## src/rtl/univ_shift_reg_pkg.sv

```systemverilog
// rtl/univ_shift_reg_pkg.sv - mode encodings shared by the shift register and its bench
package univ_shift_reg_pkg;

    typedef enum logic [1:0] {
        HOLD       = 2'b00,
        SHIFT_UP   = 2'b01,
        SHIFT_DOWN = 2'b10,
        LOAD       = 2'b11
    } mode_e;

endpackage

```

## src/rtl/univ_shift_reg_shift_cell.sv

```systemverilog
// rtl/univ_shift_reg_shift_cell.sv - one register stage: 4:1 next-state mux into a set/reset/enable flop
module shift_cell
    import univ_shift_reg_pkg::*;
(
    input  logic       clk,
    input  logic       reset,
    input  logic       set,
    input  logic       enable,
    input  logic [1:0] mode,
    input  logic       up_src,
    input  logic       down_src,
    input  logic       p_bit,
    output logic       q
);

    logic d;

    always_comb begin
        d = q;
        case (mode)
            HOLD:       d = q;
            SHIFT_UP:   d = up_src;
            SHIFT_DOWN: d = down_src;
            LOAD:       d = p_bit;
            default:    d = q;
        endcase
    end

    always_ff @(posedge clk) begin
        if (reset)
            q <= 1'b0;
        else if (set)
            q <= 1'b1;
        else if (enable)
            q <= d;
    end

endmodule

```

## src/rtl/univ_shift_reg.sv

```systemverilog
// rtl/univ_shift_reg.sv - universal shift register with serial word counter and word-ready pulse
module univ_shift_reg
    import univ_shift_reg_pkg::*;
#(
    parameter int WIDTH = 4
) (
    input  logic                       clk,
    input  logic                       reset,
    input  logic                       set,
    input  logic                       enable,
    input  logic [1:0]                 mode,
    input  logic                       s_in_lsb,
    input  logic                       s_in_msb,
    input  logic [WIDTH-1:0]           p_in,
    output logic [WIDTH-1:0]           p_out,
    output logic                       s_out_msb,
    output logic                       s_out_lsb,
    output logic [$clog2(WIDTH+1)-1:0] bit_count,
    output logic                       word_valid
);

    localparam int CW = $clog2(WIDTH + 1);

    // Neighbour chains with the serial inputs spliced onto the ends, so every
    // cell takes its up/down source by a plain in-range index.
    logic [WIDTH:0] up_chain;
    logic [WIDTH:0] down_chain;

    assign up_chain   = {p_out, s_in_lsb};
    assign down_chain = {s_in_msb, p_out};

    for (genvar i = 0; i < WIDTH; i++) begin : g_cell
        shift_cell u_cell (
            .clk      (clk),
            .reset    (reset),
            .set      (set),
            .enable   (enable),
            .mode     (mode),
            .up_src   (up_chain[i]),
            .down_src (down_chain[i+1]),
            .p_bit    (p_in[i]),
            .q        (p_out[i])
        );
    end

    assign s_out_msb = p_out[WIDTH-1];
    assign s_out_lsb = p_out[0];

    logic is_shift;
    assign is_shift = (mode == SHIFT_UP) || (mode == SHIFT_DOWN);

    always_ff @(posedge clk) begin
        if (reset || set) begin
            bit_count  <= '0;
            word_valid <= 1'b0;
        end else if (enable && is_shift) begin
            if (bit_count == CW'(WIDTH - 1)) begin
                bit_count  <= '0;
                word_valid <= 1'b1;
            end else begin
                bit_count  <= bit_count + CW'(1);
                word_valid <= 1'b0;
            end
        end else begin
            if (enable && (mode == LOAD))
                bit_count <= '0;
            word_valid <= 1'b0;
        end
    end

endmodule

```

## config.mk

```make
export PLATFORM = sky130hd
export DESIGN_NAME = univ_shift_reg
export DESIGN_NICKNAME = d
export VERILOG_FILES = /design/src/rtl/univ_shift_reg_pkg.sv /design/src/rtl/univ_shift_reg_shift_cell.sv /design/src/rtl/univ_shift_reg.sv
export SDC_FILE = /design/constraint.sdc
export NUM_CORES = 1
export LEC_CHECK = 0
export CAP_MARGIN = 15
export CORE_AREA = 2 2 39 41
export CTS_BUF_LIST = sky130_fd_sc_hd__clkbuf_4 sky130_fd_sc_hd__clkbuf_8
export CTS_CLUSTER_SIZE = 12
export DETAILED_ROUTE_END_ITERATION = 6
export DIE_AREA = 0 0 41 43
export PLACE_DENSITY_LB_ADDON = 0.25
export SYNTH_ARGS = -nofsm -noshare
export SYNTH_HDL_FRONTEND = slang
export SYNTH_SLANG_ARGS = --single-unit
export TNS_END_PERCENT = 20
```

## constraint.sdc

```tcl
create_clock -name clk -period 1.95 [get_ports clk]
set_input_delay 0.195 -clock clk [delete_from_list [all_inputs] [get_ports clk]]
set_output_delay 0.195 -clock clk [all_outputs]
set_load 0.02 [all_outputs]
```

-- Yosys cells after proc, flatten, opt, wreduce, memory -nomap -nowiden
Index checks and enable logic that the tools add are counted.
Widths: inputs -> output; s select.
- register bits after elaboration: 8
- bits of input ports: 12
- output and inout port bits: 10
- word-level logic and storage cells: 38
- $add $sub $neg: 1
- equal/unequal tests: 5
- multiplexer cells: 16
- bitwise logic cells: 1
- reduce and logical (&&, ||, !) cells: 9
- operators with widths (kind ; count):
    $pmux 1 s3 ; 4
    $mux 1 ; 9
    $mux 3 ; 3
    $eq 2x2->1 const B ; 2
    $reduce_bool 2->1 ; 2
    $add 3x1->3 const B ; 1
    $eq 3x2->1 const B ; 1
    $eq 2x1->1 const B ; 1
    $logic_and 1x1->1 ; 2
    $logic_not 2->1 ; 1
    $logic_or 1x1->1 ; 2
    $ne 2x2->1 const B ; 1
    $reduce_and 2->1 ; 1
    $reduce_or 2->1 ; 1
    $not 1->1 ; 1

-- Logic depth before layout (Yosys ltp)
Gate-level depths: netlist of run 1.
- depth after elaboration: 5
- depth in mapped cells: 5
- depth with buffers taken out: 5

-- Cells and area by module
Synthesis of run 1 repeated with hierarchy kept, for this count alone.
- cells, all modules: 60
- area total of the unflattened synthesis: 530.5 µm²
- by module, submodules not included (module ; instances ; cells an instance ; area each (µm²)):
    shift_cell ; 4 ; 10 ; 73.8
    univ_shift_reg ; 1 ; 20 ; 235.2

-- Worst setup path before layout of run 1
Ideal clock, no wire load.
- kind: register -> register
- from: register bit_count[0]
- to: register bit_count[0]
- data arrival time: 1149 ps
- slack: 731 ps
- stages on the path, launching flop included: 5
- buffers on the path: 0
- cell sequence: dfxtp_1 ha_1 nand2b_1 or3b_1 a21boi_1
- cells in the longest elaborated chain, start to end: 3
- elaborated cells between the ends (all ways): 4
- those cells by class: 1 x add/sub; 1 x eq/ne; 2 x mux
- RTL lines (item ; RTL line ; text):
    start: declaration ; univ_shift_reg.sv:18 ; output logic [$clog2(WIDTH+1)-1:0] bit_count,
    start signal: assignment ; univ_shift_reg.sv:61 ; bit_count <= bit_count + CW'(1);
    $add 3x1->3 or $eq 3x2->1 (tied branches) ; univ_shift_reg.sv:61, univ_shift_reg.sv:57 ;
    $mux 3 (*) ; univ_shift_reg.sv:57 ; if (bit_count == CW'(WIDTH - 1)) begin
    $mux 3 (*) ; univ_shift_reg.sv:56 ; end else if (enable && is_shift) begin
Mark *: on every way between the ends. The rest lies on a longest branch, timed or not.
A chain may end at the register's enable or synchronous reset.

-- Worst setup path after layout of run 1
- from: input mode[1]
- to: register bit_count[0]
- cells in the longest elaborated chain, start to end: 4
- elaborated cells between the ends (all ways): 8
- those cells by class: 3 x eq/ne; 1 x mux; 4 x reduce/logical
- RTL lines (item ; RTL line ; text):
    start: declaration ; univ_shift_reg.sv:11 ; input logic [1:0] mode,
    $eq 2x1->1 or $eq 2x2->1 (tied branches) ; univ_shift_reg.sv:50 ; assign is_shift = (mode == SHIFT_UP) || (mode == SHIFT_DOWN);
    $logic_or 1x1->1 ; univ_shift_reg.sv:50 ;
    $logic_and 1x1->1 ; univ_shift_reg.sv:56 ;
    $mux 3 or $reduce_bool 2->1 (tied branches) ; - ;
Several ways; a longest one is shown, not always the timed one.

==> results of run 1 <==
## metrics by stage
step / hold slack [ps] / cell area, um^2
3_5_place_dp: 434 / 649
6_report: 442 / 672
2_1_floorplan: 271 / 449
4_1_cts: 444 / 672
5_1_grt: 460 / 672
3_3_place_gp: 433 / 649
## worst max-delay path, cell delays in order
cell	delay (ps)
clkdlybuf4s50_1	510
inv_1	60
ha_1	320
nand2_1	70
or3b_1	360
a21boi_1	140
## logic make-up after synthesis
kind of cell / synth area share, %
fa+ha+maj: 11.1
compound gates: 25.6
buf+inv: 8.36
flops: 35.7
mux: 2.51
simple gates: 16.7
## layout make-up
class | count | area share [%]
well taps | 16 | 2.98
clock buffers | 3 | 3.35
multi-input cells | 37 | 37.4
inverters | 2 | 1.12
flip-flops and latches | 8 | 23.8
repair buffers | 21 | 31.3
## power by group through the flow
| stage | sequential, mW | clock (mW) | combinational (mW) |
|---|---|---|---|
| after floorplan | 0.188 | 0 | 0.0568 |
| after global placement | 0.184 | 0 | 0.108 |
| after detailed placement | 0.184 | 0 | 0.109 |
| after CTS | 0.181 | 0.129 | 0.110 |
| after global routing | 0.181 | 0.137 | 0.118 |
| final | 0.181 | 0.122 | 0.109 |
## registers in the layout, indices dropped and copies added, names as in the netlist
signal and count:
word_valid 1, bit_count 3, g_cell.u_cell.q 4
## path summary, 6_finish.rpt
| kind | endpoint | slack, ps | cells past startpoint |
|---|---|---|---|
| max | bit_count[0] | 480 | 6 |
| min | bit_count[2] | 440 | 2 |
| max reg2reg | bit_count[0] | 730 | 4 |
| min reg2reg | bit_count[2] | 440 | 2 |
## cell usage in the layout (no fill, tap or decap)
cell type        count
dfxtp_1              8
a21boi_1             1
a21oi_1              5
nand4_1              1
nor2_1               7
mux2_2               1
inv_1                2
clkbuf_4             3
a21boi_0             1
a221oi_1             4
nor4_1               1
o21ai_0              1
nand2_1              4
a22o_1               4
or3b_1               1
nand2b_1             2
clkdlybuf4s50_1     21
ha_1                 4
## routing by layer
metal / vias to the layer above / global-route usage, % / part of all wire [%]
met1: 204 / 12.7 / 41
li1: 229 / - / -
met3: 2 / 6.28 / 8.3
met5: - / 0 / 0
met2: 16 / 21.3 / 50
met4: 0 / 4.00 / 0.50
==> flow_summary.toml, run 1 <==
[die]
die_area_um2 = 1760
io_pins = 22
row_count = 14
die_h_um = 43
die_x_um = 41
start_util_pct = 32.5
core-area_um2 = 1380

[grt]
grt_overflow = 0
grt_pass1_wl_um = 1510
grt_pass1_vias = 382
antenna_found_initial = 0
grt_max_degree = 8
grt_usage_pct = 12.6

[worst_setup_path]
crit_type = "primary input to flop"
startpoint = "mode[1]"
cp.arrival_ps = 1650
cp_max_fo = 4
end_kind = "flop"
start_kind = "primary input"
r2r_start = "bit_count[0]"
cp_data_required_time_ps = 2130

[placed_design]
dp_slack_ps = 215
io_buffers = 21
routabilityCongestion = 0.637
placedCellCount = 84
hpwlAfterDp_um = 769

[synthesis]
yosysUniqueCellTypes = 17
synth_cells = 51
synth_ff_type = "dfxtp_1"
yosysTopAreaCellShare_pct = 35.7
yosys-top-cells-count = "dfxtp_1 (8), nor2_1 (7), a21oi_1 (5)"
syn-cell-area_um2 = 449
synth_nets = 67
synth_top_area_cell = "dfxtp_1"
async_flop_share_pct = 0
synth_edf_count = 0
synth_warnings = 0
synthTopCellsByArea = "dfxtp_1 (36%), ha_1 (11%), a221oi_1 (7.8%)"
syn_area_per_cell_um2 = 8.81
synth_seq_cells = 8
yosysSeqAreaShare_pct = 35.7
yosys.cell_count.top_type = "dfxtp_1"

[cells_and_area]
multi_input_area_um2 = 251
area_growth_pct = 49.6
utilization_pct = 48.6
nets = 89
fillers = 150
ff_latch_area_um2 = 160
antenna_cells = 0
layout-drive-gt1-share_pct = 5.63
final-instance-count-excl-fill = 87

[timing]
setup_violations = 0
skew_ps = 0.151
tightest_slew_ps = 279
max_freq_ghz = 0.682
setup_ws_ps = 484
fin_crit_ps = 1470
fin_setup_tns_ps = 0
timing.final.crit_share_pct = 75.2
relSlewSlack_pct = 81.2
slew_violations = 0
hold_viol = 0
rsz0062_at_grt = "false"

[cts]
post_cts_resized = 0
clkTransAtPathRegs_ps = 50
htreeDepth = 1
cts_sinks = 8
cts_tree = "built"
clock_latency_ps = 250
post_cts_buffers = 0
clock-root-buffer = "clkbuf_4"
ctsHoldBuffers = 0
numCtsBuffers = 3
clk_path_buf_depth = 2

[route]
drc = 0
postRouteAntennaNets = 0
drt_pass1_iterations = 4
drt_iter0_drc = 3
wirelength_um = 991
wire_per_inst_um = 11.4
vias = 451
vias_per_cell = 5.18

[pwr]
ir_drop_uv = 414
power_frac_seq_pct = 43.9
swShare_pct = 26.7
p_comb_share_pct = 26.4
switching_power_mw = 0.110
leakagePower_nw = 0.269
power_density_nw_per_um2 = 613
power.clock.fraction_pct = 29.7
p_int_mw = 0.302
power.total_mw = 0.412

[hold_path]
min-delay-start = "bit_count[2]"
worst_hold_path_type = "flop to flop"

[job]
max-cap-violations = 0

[status]
status = "complete, no violations"
(Power assumes the default switching activity.)
==> run 2: changes to the inputs <==
clock period = 1.3 ns   (was 1.95 ns; I/O delays follow)
==> flow_summary.toml, run 2 (synthesis gave the netlist of run 1 again) <==
[status]
status = "complete, no violations"

[worst_setup_path]
worstRegToRegCells = 4
cp.arrival_ps = 1400
cp_max_fo = 4
start_kind = "flop"
r2r_start = "bit_count[0]"
slowest_stage = "or3b_1"
path_buf_inv = 0
startpoint = "bit_count[0]"
cp_slowest_stage_delay_ps = 360
r2r-end = "bit_count[0]"
r2r_setup_slack_ps = 80
end_kind = "flop"
cp_data_required_time_ps = 1480
cp_top_family = "simple AND/OR/NAND/NOR gates"
crit_type = "flop to flop"
crit_end = "bit_count[0]"
cp.depth = 4
path_cells = "ha_1 -> nand2b_1 -> or3b_1 -> a21boi_1"

[route]
wirelength_um = 1040
drc = 0
vias_per_cell = 5.02
drt_pass1_iterations = 4
postRouteAntennaNets = 0
drt_iter0_drc = 4
vias = 462
wire_per_inst_um = 11.3

[cells_and_area]
largest_reg_flops = 4
utilization_pct = 52.4
area_growth_pct = 61.6
nets = 94
layout-drive-gt1-share_pct = 18.4
final_area_um2 = 726
layout_common_cells = "clkdlybuf4s50_1 (9), dlygate4sd2_1 (9), dfxtp_1 (8)"
top_register = "g_cell.u_cell.q"
reg.largest.list = "g_cell.u_cell.q: 4 flops, bit_count: 3 flops, word_valid: 1 flops"
antenna_cells = 0

[timing]
slew_violations = 0
hold_viol = 0
relSlewSlack_pct = 84.4
setup_violations = 0
max_freq_ghz = 0.823
skew_ps = 1.09
fin_setup_tns_ps = 0
tightest_slew_ps = 232
setup_ws_ps = 84.9
fin_crit_ps = 1220
timing.final.crit_share_pct = 93.5
rsz0062_at_grt = "false"

[hold_path]
worst_hold_path_type = "flop to flop"

[cts]
clk_path_buf_depth = 2
clock-root-buffer = "clkbuf_4"
htreeDepth = 1
cts_tree = "built"
ctsHoldBuffers = 0
numCtsBuffers = 3
clock_latency_ps = 250
cts_sinks = 8
clkTransAtPathRegs_ps = 60

[pwr]
power.clock.fraction_pct = 30.2
ir_drop_uv = 431
swShare_pct = 27.8
p_comb_share_pct = 26.9
power_frac_seq_pct = 42.9
p_int_mw = 0.454
switching_power_mw = 0.175
power.total_mw = 0.629
leakagePower_nw = 0.355
power_density_nw_per_um2 = 867

[grt]
antenna_found_initial = 0
grt_pass1_wl_um = 1600
grt_pass1_vias = 432
grt_max_degree = 7
grt_overflow = 0
grt_usage_pct = 13.1

[die]
die_area_um2 = 1760
core-area_um2 = 1380
io_pins = 22
die_x_um = 41
die_h_um = 43
start_util_pct = 32.5
row_count = 14

[placed_design]
hpwlAfterDp_um = 811
io_buffers = 21
dp_slack_ps = -370
routabilityCongestion = 0.673
post_dp_cell_area_um2 = 687

[job]
max-cap-violations = 0
[run 2: through the flow]
step,std cells,hold WS [ps]
after floorplan,51,206
after global placement,89,437
after detailed placement,89,448
after CTS,92,458
after global routing,92,477
final,92,449
[run 2: how the worst min path moves through the flow]
stage                       from           end  slack [ps]  cells after the start
floorplan                    set    word_valid         210                      1
global placement    bit_count[2]  bit_count[2]         440                      2
detailed placement  bit_count[2]  bit_count[2]         450                      2
CTS                 bit_count[2]  bit_count[2]         460                      2
global route        bit_count[2]  bit_count[2]         480                      2
finish              bit_count[2]  bit_count[2]         450                      2
[run 2: final cells by class]
class / instances / area (um^2)
flip-flops and latches: 8 / 160
multi-input cells: 37 / 272
clock buffers: 3 / 22.5
inverters: 2 / 7.51
fillers: 141 / 658
well taps: 16 / 20.0
repair buffers: 26 / 244
[run 2: power by group through the flow]
stage	Combinational, mW	Sequential (mW)	Clock, mW
after floorplan	0.0852	0.283	0
after global placement	0.174	0.276	0
after detailed placement	0.176	0.277	0
after CTS	0.165	0.270	0.199
after global routing	0.185	0.272	0.215
final	0.169	0.270	0.190
[run 2: what timing repair did]
action                                 CTS  global route
setup endpoints to repair               16             9
gates resized for setup                 10             8
gates cloned                             0             0
setup buffers                            0             0
endpoints found under the hold margin    0             0
[run 2: worst reg2reg max path: stages (launching register included)]
cell and delay (ps):
dfxtp_1 330, ha_1 220, nand2b_1 110, or3b_1 360
a21boi_1 140
[run 2: metal layers]
metal	GRT usage [%]	up-vias	part of all wire (%)
li1	-	235	-
met1	14.7	213	42
met2	21.9	14	50
met3	3.14	0	8.1
met4	6.00	0	0
met5	0	-	0
==> run 3: changes to the inputs <==
ABC_CLOCK_PERIOD_IN_PS = 1550   (was default)
clock period = 1.55 ns   (was 1.3 ns; I/O delays follow)
==> flow_summary.toml, run 3 (synthesis gave the netlist of run 1 again) <==
[worst_setup_path]
worstRegToRegCells = 4
cp_data_required_time_ps = 1730
end_kind = "flop"
slowest_stage = "clkdlybuf4s50_1"
cp_slowest_stage_delay_ps = 490
path_cells = "clkdlybuf4s50_1 -> inv_1 -> ha_1 -> nand2_1 -> or3b_1 -> a21boi_1"
r2r_start = "bit_count[0]"
r2r_setup_slack_ps = 320
cp_max_fo = 4
start_kind = "primary input"
crit_type = "primary input to flop"
cp_top_family = "buffers and inverters"
cp.arrival_ps = 1620
path_buf_inv = 2
r2r-end = "bit_count[0]"
crit_end = "bit_count[0]"
cp.depth = 6
startpoint = "mode[0]"

[cells_and_area]
final-instance-count-excl-fill = 90
reg.largest.list = "g_cell.u_cell.q: 4 flops, bit_count: 3 flops, word_valid: 1 flops"
multi_input_area_um2 = 251
fillers = 148
antenna_cells = 0
largest_reg_flops = 4
ff_latch_area_um2 = 160
nets = 92
top_register = "g_cell.u_cell.q"
layout_commonest_cell = "clkdlybuf4s50_1"
layout-drive-gt1-share_pct = 9.46
area_growth_pct = 54.6
layout_common_cells = "clkdlybuf4s50_1 (21), dfxtp_1 (8), nor2_1 (7)"

[cts]
clk_path_buf_depth = 2
clock_latency_ps = 250
htreeDepth = 1
ctsHoldBuffers = 0
cts_sinks = 8
cts_tree = "built"
clkTransAtPathRegs_ps = 60
post_cts_resized = 0
post_cts_buffers = 0
clock-root-buffer = "clkbuf_4"
numCtsBuffers = 3

[die]
die_area_um2 = 1760
die_h_um = 43
io_pins = 22
core-area_um2 = 1380
start_util_pct = 32.5
row_count = 14
die_x_um = 41

[grt]
antenna_found_initial = 0
grt_usage_pct = 11.6
grt_pass1_vias = 387
grt_max_degree = 8
grt_overflow = 0
grt_pass1_wl_um = 1440

[timing]
setup_ws_ps = 118
max_freq_ghz = 0.698
setup_violations = 0
timing.final.crit_share_pct = 92.4
rsz0062_at_grt = "true"
skew_ps = 9.21
hold_viol = 0
relSlewSlack_pct = 83.7
tightest_slew_ps = 242
slew_violations = 0
fin_crit_ps = 1430

[placed_design]
placedCellCount = 87
hpwlAfterDp_um = 755
io_buffers = 21
dp_slack_ps = -149
routabilityCongestion = 0.657

[job]
max-cap-violations = 0

[route]
postRouteAntennaNets = 0
drc = 0
vias = 442
vias_per_cell = 4.91
wirelength_um = 937
wire_per_inst_um = 10.4
drt_iter0_drc = 14
drt_pass1_iterations = 4

[pwr]
leakagePower_nw = 0.284
ir_drop_uv = 422
power_density_nw_per_um2 = 758

[status]
status = "complete, no violations"

[hold_path]
worst_hold_path_type = "flop to flop"
[run 3: changes by cell type in the layout (fill, tap and decap cells not counted), sizes merged]
cell	before	now
buf	5	3
clkdlybuf4s50	9	21
dlymetal6s2s	3	0
dlygate4sd2	9	0
[run 3: report_power, final]
part | switching (mW) | internal (mW) | leakage (nW)
clock | 0.0690 | 0.0885 | 0.0138
sequential | 0.0102 | 0.217 | 0.0659
combinational | 0.0620 | 0.0800 | 0.204
total | 0.141 | 0.385 | 0.284
[run 3: worst min path at each step]
stage | end | cells past startpoint | start
6_report | bit_count[2] | 2 | bit_count[2]
5_1_grt | bit_count[2] | 2 | bit_count[2]
4_1_cts | bit_count[2] | 2 | bit_count[2]
3_5_place_dp | bit_count[2] | 2 | bit_count[2]
3_3_place_gp | bit_count[2] | 2 | bit_count[2]
2_1_floorplan | word_valid | 1 | set
[run 3: per-layer routing]
layer / vias to the layer above / global-route usage (%) / share of wire, %
li1: 232 / - / -
met1: 196 / 13.4 / 43
met2: 14 / 20.3 / 49
met3: 0 / 1.57 / 8.0
met4: 0 / 4.00 / 0
met5: - / 0 / 0
[run 3: cell type report]
cell class                      instances  area share, %
Clock buffer                            3           3.24
Inverter                                2           1.08
Multi-Input combinational cell         37           36.2
Sequential cell                         8           23.1
Tap cell                               16           2.88
Timing Repair Buffer                   24           33.5
[run 3: worst min-delay path, cell delays in order (launching register included)]
cell,delay [ps]
dfxtp_1,310
nand2_1,50
a21oi_1,30
[run 3: through the flow]
stage | hold WS (ps) | TNS (ps) | util (%) | power [mW] | instance area, um^2
2_1_floorplan | 231 | 0 | - | 0.308 | 449
3_3_place_gp | 433 | -472 | 48.6 | 0.374 | 672
3_5_place_dp | 438 | -683 | 48.6 | 0.375 | 672
4_1_cts | 450 | 0 | 50.2 | 0.534 | 694
5_1_grt | 482 | -4.57 | 50.2 | 0.552 | 694
6_report | 442 | 0 | 50.2 | 0.526 | 694
